<file path="config.mk">
export PLATFORM = sky130hd
export DESIGN_NAME = sender
export DESIGN_NICKNAME = d
export VERILOG_FILES = /design/src/rtl/handshake_pkg.sv /design/src/rtl/sender.sv
export SDC_FILE = /design/constraint.sdc
export NUM_CORES = 1
export LEC_CHECK = 0
export ABC_AREA = 1
export CAP_MARGIN = 10
export CORE_UTILIZATION = 40
export CTS_BUF_LIST = sky130_fd_sc_hd__clkbuf_4 sky130_fd_sc_hd__clkbuf_8 sky130_fd_sc_hd__clkbuf_16
export CTS_CLUSTER_DIAMETER = 200
export DETAILED_ROUTE_END_ITERATION = 7
export PLACE_DENSITY = 0.71
export SYNTH_ARGS = -nofsm -noshare
export SYNTH_HDL_FRONTEND = slang
export SYNTH_SLANG_ARGS = --single-unit
export TNS_END_PERCENT = 20
</file>
<file path="constraint.sdc">
create_clock -name clk -period 1.9 [get_ports clk]
set_input_delay 0.19 -clock clk [delete_from_list [all_inputs] [get_ports clk]]
set_output_delay 0.19 -clock clk [all_outputs]
set_load 0.01 [all_outputs]
</file>
<file path="src/rtl/handshake_pkg.sv">
// Shared handshake definitions: FSM state encoding and default sizing,
// common to the sender and receiver stages.
package handshake_pkg;

  typedef enum logic [1:0] {
    ST_IDLE = 2'd0,
    ST_SEND = 2'd1,
    ST_DONE = 2'd2
  } hs_state_e;

  localparam int unsigned HS_DATA_WIDTH = 8;
  localparam int unsigned HS_DEPTH      = 16;

endpackage

</file>
<file path="src/rtl/sender.sv">
// Burst sender: emits len consecutive words base, base+1, ... over a
// valid/ready handshake, throttled by valid_test, then pulses done.
module sender
  import handshake_pkg::*;
#(
  parameter int unsigned DATA_WIDTH = HS_DATA_WIDTH,
  parameter int unsigned DEPTH      = HS_DEPTH,
  parameter int unsigned ADDR_WIDTH = $clog2(DEPTH)
) (
  input  logic                  clk,
  input  logic                  rst_n,
  input  logic                  start,
  input  logic [ADDR_WIDTH:0]   len,
  input  logic [DATA_WIDTH-1:0] base,
  input  logic                  valid_test,
  input  logic                  ready,
  output logic                  valid,
  output logic [DATA_WIDTH-1:0] data,
  output logic                  busy,
  output logic                  done,
  output logic [ADDR_WIDTH:0]   sent_cnt
);

  localparam int unsigned CW = ADDR_WIDTH + 1;
  localparam logic [CW-1:0] DEPTH_C = CW'(DEPTH);

  hs_state_e             state_q, state_d;
  logic [CW-1:0]         len_q, len_d;
  logic [DATA_WIDTH-1:0] base_q, base_d;
  logic [CW-1:0]         cnt_q, cnt_d;
  logic                  valid_q, valid_d;
  logic [DATA_WIDTH-1:0] data_q, data_d;
  logic [CW-1:0]         cnt_inc;

  always_comb begin
    state_d = state_q;
    len_d   = len_q;
    base_d  = base_q;
    cnt_d   = cnt_q;
    valid_d = valid_q;
    data_d  = data_q;
    cnt_inc = cnt_q + CW'(1);

    case (state_q)
      ST_IDLE: begin
        if (start) begin
          base_d = base;
          cnt_d  = '0;
          if (len == '0) begin
            len_d   = '0;
            valid_d = 1'b0;
            state_d = ST_DONE;
          end else begin
            len_d   = (len > DEPTH_C) ? DEPTH_C : len;
            data_d  = base;
            valid_d = valid_test;
            state_d = ST_SEND;
          end
        end
      end

      ST_SEND: begin
        if (valid_q && ready) begin
          cnt_d = cnt_inc;
          if (cnt_inc == len_q) begin
            valid_d = 1'b0;
            state_d = ST_DONE;
          end else if (valid_test) begin
            valid_d = 1'b1;
            data_d  = base_q + DATA_WIDTH'(cnt_inc);
          end else begin
            valid_d = 1'b0;
          end
        end else if (!valid_q && valid_test) begin
          // Word index is the accepted count, so a throttled gap never skips data.
          valid_d = 1'b1;
          data_d  = base_q + DATA_WIDTH'(cnt_q);
        end
      end

      ST_DONE: state_d = ST_IDLE;

      default: state_d = ST_IDLE;
    endcase
  end

  always_ff @(posedge clk) begin
    if (!rst_n) begin
      state_q <= ST_IDLE;
      len_q   <= '0;
      base_q  <= '0;
      cnt_q   <= '0;
      valid_q <= 1'b0;
      data_q  <= '0;
    end else begin
      state_q <= state_d;
      len_q   <= len_d;
      base_q  <= base_d;
      cnt_q   <= cnt_d;
      valid_q <= valid_d;
      data_q  <= data_d;
    end
  end

  assign valid    = valid_q;
  assign data     = data_q;
  assign sent_cnt = cnt_q;
  assign busy     = (state_q != ST_IDLE);
  assign done     = (state_q == ST_DONE);

endmodule

</file>
==> results.cfg, run 1 <==
[run_status]
status = complete, but fails checks
violations = negative setup slack

[worst_setup_path]
reg2reg_slack_ns = -0.14
critPathBufInv = 2
r2r_start = sent_cnt[0]$_SDFFE_PN0P_
start_kind = flop
path_class = flop to flop
timing.rr.end = data[5]$_SDFFE_PN0P_
path_depth = 15
critPathTopFamily = simple AND/OR/NAND/NOR gates
crit_slowest_cell = dfxtp_4
reg2reg_depth = 15
crit_required_ns = 2.07
worstPathCellList = buf_6 > nand4_1 > nand2_2 > nand2_1 > o21ai_1 > ha_1 > buf_6 > nand2_4 > nor2_1 > nor2_1 > nand2_1 > xnor2_1 > o21ai_1 > nor2_1 > nor2_1
end_kind = flop
worst-path-max-fanout = 4
cp.arrival_ns = 2.22
critPathMaxStageDelay_ns = 0.36
crit_top_cell = nor2_1

[cts]
cts_max_path_buffers = 2
insertion_delay_ns = 0.28
cts_root_buffer = clkbuf_8
cts_sinks = 29
cts_tree = built
htree_levels = 2
hold_buffers = 0
clkSlewWorstSetupHoldPaths_ns = 0.07
cts_buffers = 5

[pwr]
swShare_pct = 32.5
internal_power_mw = 1.12
pwr-share-clk_pct = 30.6
seqPwrFrac_pct = 41.8
vdd_drop_max_mv = 0.427
switching_power_mw = 0.540
power.density_nw_per_um2 = 622
pwr-share-comb_pct = 27.7
power.leakage_nw = 1.17

[finish]
drive_gt1_share_pct = 31.4
final_cell_mix = nand2_1, buf_4, nor2_1, clkdlybuf4s50_1, dfxtp_1
fin_area_um2 = 2670
seqCellArea_um2 = 594
nFillCells = 391
multi_input_area_um2 = 1190
insertedDiodeCount = 0
area_growth_pct = 48.9
layout_commonest_cell = nand2_1
nNetsFinal = 355

[timing]
finalWorstSetupSlack_ns = -0.143
max_slew_margin_pct = 72.6
finalCriticalPeriod_ns = 2.04
max_freq_ghz = 0.489
rsz0062_at_grt = yes
worst_slew_pin_slew_ns = 0.410
hold_slack_ns = 0.469
finalHoldViolations = 0
min_period_over_period_pct = 108
finalClockSkew_ns = 0.00754
slew_violations = 0
setup_viol = 6

[global_route]
grt_pass1_vias = 1891
use_met1_pct = 27.1
antenna_found_initial = 0
grt_start_max_net_pins = 19
gr-max-usage-layer = met2
grt_use_met3_pct = 5.43
grtUsageTotal_pct = 23.4
overflow = 0
grt_pass1_wl_um = 8120
met2_usage_pct = 42.1

[logic_synthesis]
synth_compound_area_share_pct = 16.5
yosys_warnings = 0
netlist-cell-type-count = 33
synth_seq_cells = 29
synth-seq-area-share_pct = 32.4
synth-adder-area-share_pct = 5.30
syn_inst = 255
synth-simple-area-share_pct = 36.3
synthXorXnorAreaFrac_pct = 2.44
syn_area_um2 = 1790
syn_avg_cell_area_um2 = 7.03
synthMuxAreaShare_pct = 0
syn_nets = 280
synth_top_family_by_area = simple AND/OR/NAND/NOR gates

[floorplan]
ioPinCount = 34
die_area_um2 = 4750
die_w_um = 69.0
die_y_um = 69.0
start_util_pct = 43.3
rows = 23
coreArea_um2 = 4140

[routing]
drtIter0Drc = 88
ant_nets = 0
routed_wl_um = 5020
vias = 1914
drc = 0
wl_per_cell_um = 13.2
dr.pass1.iters = 4
via_per_inst = 5.02

[min_path]
min_path_cells = 2
hold_class = flop to flop
hold_end = data[2]$_SDFFE_PN0P_
min-delay-start = data[2]$_SDFFE_PN0P_

[job]
drv_cap = 0

[placed_design]
place_congestion = 0.851
port_buffers = 33
dp_slack_ns = -0.399
dpl_cell_area_um2 = 2410
dpl.hpwl_um = 3540
[through the flow]
stage,instances,power (mW),utilization [%],setup TNS [ns]
floorplan,255,0.962,-,-0.0149
global placement,362,1.13,58.1,-2.09
detailed placement,362,1.14,58.1,-2.31
CTS,377,1.66,63.0,-0.276
global route,381,1.75,64.4,-1.52
finish,381,1.66,64.4,-0.527
[how the worst max path moves through the flow]
stage | start | to | slack, ns
after floorplan | sent_cnt[1]$_SDFFE_PN0P_ | data[5]$_SDFFE_PN0P_ | -0.008
final | sent_cnt[0]$_SDFFE_PN0P_ | data[5]$_SDFFE_PN0P_ | -0.14
after global placement | ready | data[4]$_SDFFE_PN0P_ | -0.36
after detailed placement | ready | data[6]$_SDFFE_PN0P_ | -0.40
after CTS | sent_cnt[0]$_SDFFE_PN0P_ | data[7]$_SDFFE_PN0P_ | -0.06
after global routing | sent_cnt[0]$_SDFFE_PN0P_ | data[5]$_SDFFE_PN0P_ | -0.29
[tightest hold or removal path, delay by kind of cell (launching register included)]
family	cells	cell delay (ns)
and+or+nand+nor	1	0.07
DFF	1	0.32
AOI/OAI and AO/OA	1	0.04
[metal layers]
layer  wire length [µm]  part of all wire, %
met4                110                  2.2
met3                215                  4.3
met5                  0                    0
met1               2230                   45
met2               2460                   49
[state kept, by name (all words and copies together), names as in the netlist]
name and count:
base_q 8, data 8, len_q 5, sent_cnt 5, state_q 2, valid 1
[layout make-up]
type | count | share of cell area [%]
inverter | 23 | 3.33
clock buffer | 5 | 2.58
clock inverter | 3 | 0.656
tap | 50 | 2.34
timing repair buffer | 74 | 24.3
multi-input combinational | 197 | 44.6
sequential | 29 | 22.3
[kinds of logic (layout without fill, tap and decap cells)]
logic type               count (synthesis)  count (layout)
AO/OA/AOI/OAI                           48              48
XOR/XNOR                                 5               5
adder cells (fa/ha/maj)                  7               7
buffers and inverters                   29             105
flip-flops                              29              29
AND/OR/NAND/NOR                        137             137
[synthesized netlist by cell type]
master	instances	area, µm²
buf_1	1	3.75
nand2_2	12	75.1
nor2_4	1	11.3
xnor2_1	4	35.0
o211ai_1	1	7.51
clkbuf_2	1	5.00
o21ai_1	8	40.0
a31oi_1	3	18.8
a21oi_2	6	52.6
nand3_1	22	110
nor2_2	1	6.26
xor2_1	1	8.76
a21oi_1	11	55.1
nand3_2	1	10.0
ha_1	6	75.1
a21o_1	1	7.51
nand2_8	1	20.0
nand2_1	55	206
o21ai_4	1	16.3
inv_1	18	67.6
nor3_1	1	5.00
dfxtp_1	29	581
nand2_4	3	33.8
buf_6	2	22.5
inv_2	5	18.8
a211oi_1	1	7.51
a22oi_1	4	30.0
o21ai_0	12	60.1
nor2_1	32	120
nand4_1	6	37.5
buf_2	2	10.0
fa_1	1	20.0
nand3b_1	2	15.0
[timing repair]
action                                  4_1_cts  5_1_grt
endpoints found under the hold margin         0        0
pin swaps                                    17       14
setup buffers                                 7        4
endpoints found under the setup margin        6        8
resized for setup                            18        8
[power groups by stage]
stage,logic (mW),clock network [mW],registers [mW]
global route,0.504,0.550,0.702
CTS,0.446,0.520,0.695
detailed placement,0.435,0,0.707
finish,0.460,0.508,0.694
floorplan,0.249,0,0.713
global placement,0.429,0,0.705
No activity file was read; power rests on OpenSTA's default activity.
==> run 2, diff against run 1 <==
- TNS_END_PERCENT: 20 -> not set
==> results.cfg, run 2 (synthesis results as in run 1) <==
[run_status]
status = complete, but fails checks
violations = negative setup slack

[worst_setup_path]
start_kind = flop
cp.arrival_ns = 2.19
end_kind = flop
r2r_start = sent_cnt[0]$_SDFFE_PN0P_
timing.rr.end = data[5]$_SDFFE_PN0P_
reg2reg_slack_ns = -0.11
worst-path-max-fanout = 5
path_class = flop to flop
reg2reg_depth = 14
crit_required_ns = 2.08

[placed_design]
place_congestion = 0.826
port_buffers = 33
dpl.hpwl_um = 3430
dp_slack_ns = -0.371

[cts]
clkSlewWorstSetupHoldPaths_ns = 0.07
cts_tree = built
insertion_delay_ns = 0.29
cts_buffers = 5
cts_root_buffer = clkbuf_8
cts_sinks = 29
cts_max_path_buffers = 2
htree_levels = 2

[timing]
finalWorstSetupSlack_ns = -0.108
max_slew_margin_pct = 73.6
setup_viol = 5
max_freq_ghz = 0.498
finalHoldViolations = 0
finalSetupTns_ns = -0.234
hold_slack_ns = 0.465
finalClockSkew_ns = 0.00824
worst_slew_pin_slew_ns = 0.395
min_period_over_period_pct = 106
finalCriticalPeriod_ns = 2.01
slew_violations = 0
rsz0062_at_grt = yes

[pwr]
power.density_nw_per_um2 = 620
power_mw = 1.72
vdd_drop_max_mv = 0.371
power.leakage_nw = 1.18

[global_route]
overflow = 0
use_met1_pct = 29.1
grt_pass1_wl_um = 8110
gr-max-usage-layer = met2
met2_usage_pct = 39.3
grtUsageTotal_pct = 23.6
grt_use_met3_pct = 6.41
antenna_found_initial = 0
grt_start_max_net_pins = 19
grt_pass1_vias = 1810

[floorplan]
start_util_pct = 43.3
rows = 23
die_y_um = 69.0
die_area_um2 = 4750
ioPinCount = 34
die_w_um = 69.0
coreArea_um2 = 4140

[routing]
drtIter0Drc = 86
wl_per_cell_um = 13.9
vias = 1967
ant_nets = 0
drc = 0
via_per_inst = 5.18
routed_wl_um = 5270
dr.pass1.iters = 4

[finish]
area_growth_pct = 54.7
layout_commonest_cell = nand2_1
nNetsFinal = 354
insertedDiodeCount = 0
drive_gt1_share_pct = 35.5
final_cell_mix = nand2_1, clkdlybuf4s50_1, nor2_1, buf_4, dfxtp_1
finish.utilization_pct = 66.9

[min_path]
hold_end = data[1]$_SDFFE_PN0P_
min-delay-start = data[1]$_SDFFE_PN0P_
min_path_cells = 2
hold_class = flop to flop

[job]
drv_cap = 0
[run 2: cell count changes in the layout (fill, tap and decap cells not counted), sizes merged]
cell / change
clkbuf: +3
buf: -2
dlygate4sd2: -1
clkinvlp: -1
nand2: +1
clkinv: -2
dlymetal6s2s: +1
[run 2: repair_timing]
item	in CTS	in global routing
setup buffers	10	3
hold buffers	0	0
pin swaps	27	28
gates cloned	1	0
resized for setup	21	26
endpoints found under the setup margin	6	9
[run 2: layout make-up]
cell class	instances	area, µm²
timing repair buffer	72	656
inverter	23	86.3
fill	344	1370
tap	50	62.6
sequential	29	597
clock buffer	8	91.3
multi-input combinational	198	1280
[run 2: worst max-delay path, stage by stage (launching register included)]
cell     delay, ns
dfxtp_4       0.38
ha_4          0.17
inv_2         0.04
nand2_2       0.07
nand2_2       0.07
o21ai_2       0.17
ha_4          0.24
a21oi_4       0.14
nor2_1        0.07
nor2_1        0.11
nand2_1       0.07
xnor2_1       0.16
o21ai_1       0.07
nor2_1        0.09
nor2_1        0.04
[run 2: metal layers]
| metal | wire length [µm] | vias up |
|---|---|---|
| met2 | 2650 | 50 |
| met5 | 0 | - |
| li1 | - | 999 |
| met1 | 2370 | 916 |
| met4 | 22 | 0 |
| met3 | 227 | 2 |
[run 2: worst max path at each step]
stage	cells after the start	slack, ns	to	startpoint
2_1_floorplan	14	-0.008	data[5]$_SDFFE_PN0P_	sent_cnt[1]$_SDFFE_PN0P_
3_3_place_gp	10	-0.37	data[4]$_SDFFE_PN0P_	ready
3_5_place_dp	12	-0.37	data[6]$_SDFFE_PN0P_	ready
4_1_cts	13	-0.09	data[5]$_SDFFE_PN0P_	sent_cnt[0]$_SDFFE_PN0P_
5_1_grt	14	-0.26	data[5]$_SDFFE_PN0P_	sent_cnt[0]$_SDFFE_PN0P_
6_report	14	-0.11	data[5]$_SDFFE_PN0P_	sent_cnt[0]$_SDFFE_PN0P_
[run 2: where the power goes]
group	switching, mW	internal, mW	total (mW)
combinational	0.259	0.225	0.484
clock	0.239	0.303	0.541
sequential	0.0419	0.653	0.695
[run 2: per-stage QoR]
step                cell area [µm²]  cells
CTS                            2660    378
global route                   2770    380
global placement               2390    360
finish                         2770    380
floorplan                      1840    255
detailed placement             2390    360
